[config.mk]
export PLATFORM = sky130hd
export DESIGN_NAME = split_pixels
export DESIGN_NICKNAME = d
export VERILOG_FILES = /design/src/rtl/pixel_pkg.sv /design/src/rtl/pixel_lane_select.sv /design/src/rtl/split_pixels.sv
export SDC_FILE = /design/constraint.sdc
export NUM_CORES = 1
export LEC_CHECK = 0
export BUFFER_PORTS_ARGS = -buffer_cell sky130_fd_sc_hd__buf_4
export CAP_MARGIN = 20
export CORE_MARGIN = 2
export CORE_UTILIZATION = 56
export DETAILED_ROUTE_END_ITERATION = 10
export MAX_ROUTING_LAYER = met4
export PLACE_DENSITY_LB_ADDON = 0.12
export SLEW_MARGIN = 20
export SYNTH_ARGS = -nofsm -noshare
export SYNTH_HDL_FRONTEND = slang
export SYNTH_SLANG_ARGS = --single-unit
[constraint.sdc]
create_clock -name clk -period 3.3 [get_ports clk]
set_input_delay 0.33 -clock clk [delete_from_list [all_inputs] [get_ports clk]]
set_output_delay 0.33 -clock clk [all_outputs]
set_load 0.05 [all_outputs]
[src/rtl/pixel_pkg.sv]
// pixel_pkg: pixel/word geometry shared by split_pixels, concat_pixels and
// pixel_lane_select. Lane k of a word occupies bits [k*PIXEL_W +: PIXEL_W],
// so lane 0 (pixel1) sits in the least-significant byte.
package pixel_pkg;
    localparam int PIXEL_W         = 8;
    localparam int PIXELS_PER_WORD = 4;
    localparam int WORD_W          = PIXEL_W * PIXELS_PER_WORD;
    localparam int LANE_IDX_W      = $clog2(PIXELS_PER_WORD);

    typedef logic [PIXEL_W-1:0] pixel_t;
    typedef logic [WORD_W-1:0]  word_t;

    typedef enum logic {
        EMPTY = 1'b0,
        FULL  = 1'b1
    } split_state_t;
endpackage

[src/rtl/pixel_lane_select.sv]
// pixel_lane_select: combinational lane mux, packed word + lane index -> pixel.
// Ports:
//   i_word  [PIXEL_W*PIXELS_PER_WORD-1:0]  packed word
//   i_lane  [log2(PIXELS_PER_WORD)-1:0]    lane to extract
//   o_pixel [PIXEL_W-1:0]                  selected pixel
module pixel_lane_select
    import pixel_pkg::*;
#(
    parameter int PIXEL_W_P         = PIXEL_W,
    parameter int PIXELS_PER_WORD_P = PIXELS_PER_WORD,
    localparam int WORD_W_P         = PIXEL_W_P * PIXELS_PER_WORD_P,
    localparam int LANE_W_P         = $clog2(PIXELS_PER_WORD_P)
) (
    input  logic [WORD_W_P-1:0]  i_word,
    input  logic [LANE_W_P-1:0]  i_lane,
    output logic [PIXEL_W_P-1:0] o_pixel
);
    always_comb begin
        o_pixel = i_word[i_lane*PIXEL_W_P +: PIXEL_W_P];
    end
endmodule

[src/rtl/split_pixels.sv]
// split_pixels: unpacks one packed word into a serial pixel stream, lane 0
// first, one pixel per cycle, valid/ready on both sides.
// Ports:
//   clk, rst                synchronous active-high reset
//   word_in/valid/ready     upstream word handshake
//   pixel_out/valid/ready   downstream pixel handshake
//   word_last, pixel_last   only with SPLIT_PIXELS_LAST_EN defined; pixel_last
//                           marks the final lane of a word flagged word_last
// PIXELS_PER_WORD must be a power of two >= 2 so the lane counter wraps
// naturally. word_ready depends combinationally on pixel_ready: it is the only
// input-to-output path, and it is what lets a new word load on the same edge
// the last lane leaves, so back-to-back words stream with no bubble.
module split_pixels
    import pixel_pkg::*;
#(
    parameter int PIXEL_W_P         = PIXEL_W,
    parameter int PIXELS_PER_WORD_P = PIXELS_PER_WORD,
    localparam int WORD_W_P         = PIXEL_W_P * PIXELS_PER_WORD_P,
    localparam int LANE_W_P         = $clog2(PIXELS_PER_WORD_P)
) (
    input  logic                 clk,
    input  logic                 rst,
    input  logic [WORD_W_P-1:0]  word_in,
    input  logic                 word_valid,
    output logic                 word_ready,
`ifdef SPLIT_PIXELS_LAST_EN
    input  logic                 word_last,
    output logic                 pixel_last,
`endif
    output logic [PIXEL_W_P-1:0] pixel_out,
    output logic                 pixel_valid,
    input  logic                 pixel_ready
);
    localparam logic [LANE_W_P-1:0] LAST_LANE = LANE_W_P'(PIXELS_PER_WORD_P - 1);

    split_state_t         r_state;
    logic [WORD_W_P-1:0]  r_word;
    logic [LANE_W_P-1:0]  r_lane;
`ifdef SPLIT_PIXELS_LAST_EN
    logic                 r_last;
`endif

    logic w_xfer;
    logic w_last_lane;
    logic w_accept;

    assign pixel_valid = (r_state == FULL);
    assign w_xfer      = pixel_valid && pixel_ready;
    assign w_last_lane = (r_lane == LAST_LANE);
    assign word_ready  = (r_state == EMPTY) || (w_xfer && w_last_lane);
    assign w_accept    = word_valid && word_ready;

    // Output is always taken from the held word, never from word_in, so it
    // stays stable under backpressure and reads 0 after reset.
    pixel_lane_select #(
        .PIXEL_W_P         (PIXEL_W_P),
        .PIXELS_PER_WORD_P (PIXELS_PER_WORD_P)
    ) u_sel (
        .i_word  (r_word),
        .i_lane  (r_lane),
        .o_pixel (pixel_out)
    );

`ifdef SPLIT_PIXELS_LAST_EN
    assign pixel_last = r_last && w_last_lane && pixel_valid;
`endif

    always_ff @(posedge clk) begin
        if (rst) begin
            r_state <= EMPTY;
            r_word  <= '0;
            r_lane  <= '0;
`ifdef SPLIT_PIXELS_LAST_EN
            r_last  <= 1'b0;
`endif
        end else if (w_accept) begin
            // Covers both the idle load and the reload on the last-lane edge.
            r_state <= FULL;
            r_word  <= word_in;
            r_lane  <= '0;
`ifdef SPLIT_PIXELS_LAST_EN
            r_last  <= word_last;
`endif
        end else if (w_xfer) begin
            r_lane <= r_lane + LANE_W_P'(1);
            if (w_last_lane) begin
                r_state <= EMPTY;
            end
        end
    end
endmodule

Word-level counts from Yosys, hierarchy flattened
Cells that the tools add are included.
{ "classes": {"eq_ne": 1, "muxes": 3, "shift": 1, "n_addsub": 1, "n_bitwise": 1, "reduce_logical": 8} }
{ "op_table": {"columns": ["operator", "count"], "rows": [
  ["32-bit by 6-bit indexed part select with 8-bit output", 1],
  ["2-bit nonzero test", 2],
  ["1-bit logical AND", 3],
  ["1-bit two-way mux", 3],
  ["2-bit by 1-bit adder with 2-bit output (second input constant)", 1],
  ["2-bit == test (second input constant)", 1],
  ["2-bit AND reduction", 1],
  ["2-bit OR reduction", 1],
  ["1-bit logical OR", 1],
  ["1-bit inverter", 1]
]} }
{ "word_totals": {"output_inout_bits": 10, "register_bits": 35, "input_bits": 36} }

Logic depth before layout (Yosys ltp)
Gate-level depths: netlist of run 1.
{ "depth": {"depth_word": 6, "mapped_depth": 6} }

Hierarchy
From an unflattened synthesis of run 1, not the netlist that was laid out.
{ "hier_totals": {"hier_cells": 163, "hier_area_um2": 1810.5} }
{ "by_module_without_submodules": {"columns": ["mod", "cells_each", "area_each_um2", "n_inst"], "rows": [
  ["split_pixels", 153, 1614.0, 1],
  ["pixel_lane_select", 10, 196.4, 1]
]} }

Worst setup path after synthesis of run 1
No wires, ideal clock.
{ "synth_path": {"path_kind": "reg2out", "start": "reg r_lane[0]", "end": "out pixel_out[0]", "arrival_time_ns": 1.225, "required_ns": 2.970, "path_slack_ns": 1.745, "path_stages_with_launch": 3, "n_path_buf": 1, "path_cell_list": "dfxtp_1 buf_2 mux4_2"} }
{ "synth_via": {"elab_chain_cells": 1} }
{ "synth_lines": {"columns": ["element", "line", "text"], "rows": [
  ["start: declaration", "split_pixels.sv:38", "logic [LANE_W_P-1:0] r_lane;"],
  ["start signal: assignment", "split_pixels.sv:85", "r_lane <= r_lane + LANE_W_P'(1);"],
  ["32-bit by 6-bit indexed part select with 8-bit output", "pixel_lane_select.sv:19", "o_pixel = i_word[i_lane*PIXEL_W_P +: PIXEL_W_P];"],
  ["end: declaration", "split_pixels.sv:30", "output logic [PIXEL_W_P-1:0] pixel_out,"]
]} }
No other way between the ends.

Final worst setup path of run 1
{ "layout_path": {"start": "reg r_lane[0]", "end": "out pixel_out[2]"} }
The elaborated chain is that of the path after synthesis.

==> flow_summary.toml, run 1 <==
[placement]
io_buffers = 45
dp_slack_ns = 1.43
dp.cells = 241
place_congestion = 0.720
place_hpwl_um = 2290
post_dp_cell_area_um2 = 2110

[logic_synthesis]
synth_top_cell_area_share_pct = 38.8
synthAdderAreaFrac_pct = 0.693
synthMuxAreaShare_pct = 28.3
ys_ff_latch = 35
avgSynthCellArea_um2 = 11.1
synth_area_leaders = "dfxtp_1 (39%), nand2b_1 (22%), mux2i_1 (18%)"
synth-seq-area-share_pct = 38.8
synth_cell_types = 16
mappedNetlistArea_um2 = 1800
synth_top_family_by_area = "multiplexers"
syn_nets = 200
synth_largest_area_cell = "dfxtp_1"
synth_xor_area_share_pct = 0.485
synthSimpleGateAreaFrac_pct = 24.4
ys.warnings.count = 0
synth-compound-area-share_pct = 1.04
syn_inst = 163

[floorplanning]
die-width_um = 60.8
rows = 20
fp.dieArea_um2 = 3690
die_y_um = 60.8
coreArea_um2 = 3050
start_util_pct = 59.1
ioPinCount = 46

[min_path]
min_from = "word_valid"
hold_path_class = "input pin to flop"

[clock_tree]
postCtsResizedCells = 0
holdBufCountCts = 0
cts_buffers = 5
htree_num_levels = 2
cts_tree = "yes"
cts_root_buffer = "clkbuf_4"
path_clk_slew_ns = 0.11
cts_sinks = 35
clock_latency_ns = 0.35
clockBufferDepth = 2
cts_setup_buffers = 0

[job]
cap_violations = 0

[layout]
design_area_um2 = 2190
final_nets = 241
mostFrequentLayoutCells = "nand2b_1 (64), buf_4 (47), dfxtp_1 (35)"
num-fill-cells = 257
area_growth_pct = 21.6
drive_gt1_share_pct = 32.7
diodes = 0
final_common_cell = "nand2b_1"
final-instance-count-excl-fill = 249
fin_util_pct = 71.9

[timing]
finalCriticalPeriod_ns = 2.19
final.setup_skew_ns = 0.0141
fin_tns_setup_ns = 0
worst_slew_pin_slew_ns = 0.595
worst_hold_slack_ns = 0.193
rsz0062_at_grt = "no"
slew_violations = 0
layout_setup_ws_ns = 1.11
post-route-period-util_pct = 66.4
max-slew-margin-rel_pct = 60.3
fmax_ghz = 0.456
finalSetupViolCount = 0
hold_viol_final = 0

[route]
wirelength_um = 3240
drc = 0
initialDrtViolationCount = 36
viasPerCell = 4.79
dr_total_vias = 1193
wire_per_inst_um = 13.0
antenna_left = 0
first_pass_iters = 4

[setup_path]
critical_path_arrival_ns = 1.86
worst_ep_required_time_ns = 2.97
cp-start-kind = "flop"
critical_path_class = "flop to output pin"
worst_setup_path_end_kind = "output pin"
cp-startpoint = "r_lane[0]"
cp_max_fo = 10
rr_startpoint = "r_lane[0]"

[status]
status = "finished clean"

[global_routing]
grt_overflow = 0
grt_pass1_vias = 1143
track_usage_pct = 20.5
antenna_found_initial = 0
grt_pass1_wl_um = 5190
grt_max_degree = 68

[power_and_ir_drop]
p_per_area_nw_per_um2 = 440
power_mw = 0.966
p_leak_nw = 0.930
ir_worst_vdd_v = 0.000221
## cell type report
type	count	area [um2]	area share, %
Clock buffer	6	51.3	2.34
Clock inverter	2	35.0	1.60
Sequential cell	35	701	31.9
Tap cell	44	55.1	2.51
Inverter	1	3.75	0.171
Timing Repair Buffer	47	353	16.1
Multi-Input combinational cell	114	996	45.4
## per-layer routing
layer | GRT usage, % | vias to the layer above | share of wire, %
met3 | 7.68 | 7 | 5.0
li1 | - | 619 | -
met1 | 25.5 | 539 | 46
met5 | - | - | 0
met4 | 9.63 | 0 | 1.9
met2 | 29.5 | 28 | 47
## final timing paths
kind	end	depth (start not counted)	slack, ns
max	pixel_out[2]	2	1.11
min	pixel_valid	3	0.19
max reg2reg	r_word[20]	5	1.44
min reg2reg	r_word[16]	2	0.48
## kinds of logic after synthesis
kind of cell,count (synthesis)
simple gates,70
flops,35
compound gates,1
mux,41
xor+xnor,1
fa+ha+maj,1
buf+inv,14
## synthesized netlist by cell type
cell type / count
buf_2: 3
a21boi_4: 1
nor3_2: 2
inv_1: 1
nor2b_2: 1
xor2_1: 1
nand2b_1: 64
nor2_1: 2
mux4_2: 8
dfxtp_1: 35
buf_6: 1
buf_12: 3
mux2i_1: 33
ha_1: 1
clkbuf_1: 6
nand2_1: 1
## registers in the layout, summed over array words and instances, names as in the netlist
name / cells
r_word: 32
r_lane: 2
pixel_valid: 1
## critical path, cell delays in order, from the launching register on
cell	delay, ns
dfxtp_1	0.72
mux4_2	0.58
buf_4	0.20
## where the power goes
part	switching [mW]	leakage, nW	internal (mW)	total [mW]
clock network	0.149	0.0482	0.179	0.328
registers	0.0170	0.288	0.449	0.466
logic	0.0821	0.595	0.0904	0.172
total	0.248	0.930	0.718	0.966
Note: power is estimated with default switching activity, not from simulation.
==> inputs of run 2 (changes only) <==
--- a/config.mk
+++ b/config.mk
@@ -8,7 +8,7 @@
 export BUFFER_PORTS_ARGS = -buffer_cell sky130_fd_sc_hd__buf_4
 export CAP_MARGIN = 20
 export CORE_MARGIN = 2
-export CORE_UTILIZATION = 56
+export CORE_UTILIZATION = 47
 export DETAILED_ROUTE_END_ITERATION = 10
 export MAX_ROUTING_LAYER = met4
 export PLACE_DENSITY_LB_ADDON = 0.12
==> constraint.sdc (replaced) <==
create_clock -name clk -period 2 [get_ports clk]
set_input_delay 0.2 -clock clk [delete_from_list [all_inputs] [get_ports clk]]
set_output_delay 0.2 -clock clk [all_outputs]
set_load 0.05 [all_outputs]
==> run 2 against run 1 <==
Net effect:
- power grew 63%
- routed wire length up 0.43%
- largest cell class unchanged
- largest power group unchanged
- critical path depth rose by 1
- highest routed layer unchanged
- sequential power grew 64%
- worst hold slack lost 0.049 ns
==> flow_summary.toml, run 2 (same netlist as run 1, synthesis figures left out) <==
[power_and_ir_drop]
ir_worst_vdd_v = 0.000388
p_comb_share_pct = 18.9
p_per_area_nw_per_um2 = 702
total_switching_power_mw = 0.410
p_int_mw = 1.17
clkPwrFrac_pct = 32.7
seqPwrFrac_pct = 48.4
swShare_pct = 26.0
p_leak_nw = 0.955

[min_path]
hold_path_class = "input pin to flop"

[timing]
fmax_ghz = 0.590
worst_hold_slack_ns = 0.144
finalSetupViolCount = 0
worst_slew_pin_slew_ns = 0.450
slew_violations = 0
finalCriticalPeriod_ns = 1.70
max-slew-margin-rel_pct = 70.0
post-route-period-util_pct = 84.8
hold_viol_final = 0
final.setup_skew_ns = 0.00276
rsz0062_at_grt = "no"
fin_tns_setup_ns = 0

[floorplanning]
ioPinCount = 46
die-width_um = 66.0
rows = 22
start_util_pct = 48.9
fp.dieArea_um2 = 4350
die_y_um = 66.0
coreArea_um2 = 3690

[setup_path]
critical_path_class = "flop to output pin"
path_cells = "buf_4, mux4_2, buf_4"
cp-start-kind = "flop"
slowest_stage = "mux4_2"
worst_setup_path_end_kind = "output pin"
critical_path_arrival_ns = 1.50
cp_slowest_stage_delay_ns = 0.51
cp_max_fo = 6
worst_ep_required_time_ns = 1.80
cp_top_family = "multiplexers"
path_common_cell = "buf_4"
crit_buf_inv = 2

[clock_tree]
cts_sinks = 35
cts_setup_buffers = 0
clockBufferDepth = 2
clock_latency_ns = 0.28
path_clk_slew_ns = 0.07
cts_buffers = 5
htree_num_levels = 2
holdBufCountCts = 0
cts_root_buffer = "clkbuf_8"
cts_tree = "yes"
postCtsResizedCells = 0

[route]
wire_per_inst_um = 12.7
wirelength_um = 3260
first_pass_iters = 4
met3_length_um = 163
initialDrtViolationCount = 41
drc = 0
antenna_left = 0
wl_met1_um = 1530
dr_total_vias = 1225
met2_length_um = 1510
top_layer = "met4"
viasPerCell = 4.79

[global_routing]
grt_pass1_wl_um = 5460
grt_max_degree = 68
antenna_found_initial = 0
track_usage_pct = 17.3
grt_overflow = 0
grt_pass1_vias = 1250

[layout]
drive_gt1_share_pct = 33.7
area_growth_pct = 24.3
largest_register_ffs = 32
num-fill-cells = 332
mostFrequentLayoutCells = "nand2b_1 (64), buf_4 (50), dfxtp_1 (35)"
ff_latch_area_um2 = 701
fin_util_pct = 60.8
final_common_cell = "nand2b_1"
final_nets = 245
top_register = "r_word"
multi_input_area_um2 = 996
final-instance-count-excl-fill = 256
diodes = 0

[placement]
place_hpwl_um = 2300
place_congestion = 0.684
io_buffers = 45
dp.cells = 249

[job]
cap_violations = 0

[status]
status = "finished clean"
-- run 2: cell count changes in the layout (fill, tap and decap cells not counted) --
cell,before,now
buf_4,47,50
buf_12,0,1
clkbuf_4,5,0
clkbuf_8,1,6
bufinv_16,1,0
-- run 2: path summary, 6_finish.rpt --
path | start | depth (start not counted) | endpoint | slack, ns
worst max-delay path | r_lane[0] | 3 | pixel_out[0] | 0.30
worst min-delay path | word_valid | 3 | pixel_valid | 0.14
worst max register to register | r_lane[0] | 6 | r_word[27] | 0.54
worst min register to register | r_word[31] | 2 | r_word[31] | 0.47
-- run 2: final cells by class --
cell class	count	share of cell area, %
multi-input cells	114	44.4
clock inverters	1	0.223
repair buffers	51	17.6
flip-flops and latches	35	31.2
well taps	48	2.68
clock buffers	6	3.68
inverters	1	0.167
-- run 2: layer usage --
| metal | up-vias | track usage [%] |
|---|---|---|
| met4 | 0 | 6.89 |
| met5 | - | - |
| met2 | 29 | 26.6 |
| li1 | 629 | - |
| met3 | 6 | 5.11 |
| met1 | 561 | 21.4 |
-- run 2: stage by stage --
step                worst slack [ns]  area (um2)  power [mW]
floorplan                      0.539        1800       0.986
global placement               0.606        2160        1.07
finish                         0.305        2240        1.58
global route                   0.254        2240        1.65
CTS                            0.283        2240        1.60
detailed placement             0.551        2160        1.08
-- run 2: power by group through the flow --
stage	Sequential, mW	Combinational (mW)	Clock (mW)
after detailed placement	0.778	0.301	0
after global placement	0.777	0.294	0
after global routing	0.768	0.320	0.562
after CTS	0.763	0.301	0.533
final	0.763	0.297	0.515
after floorplan	0.776	0.211	0
-- run 2: worst min-delay path: stages --
cell	delay (ns)
buf_4	0.08
nor2_1	0.04
nor2_1	0.07
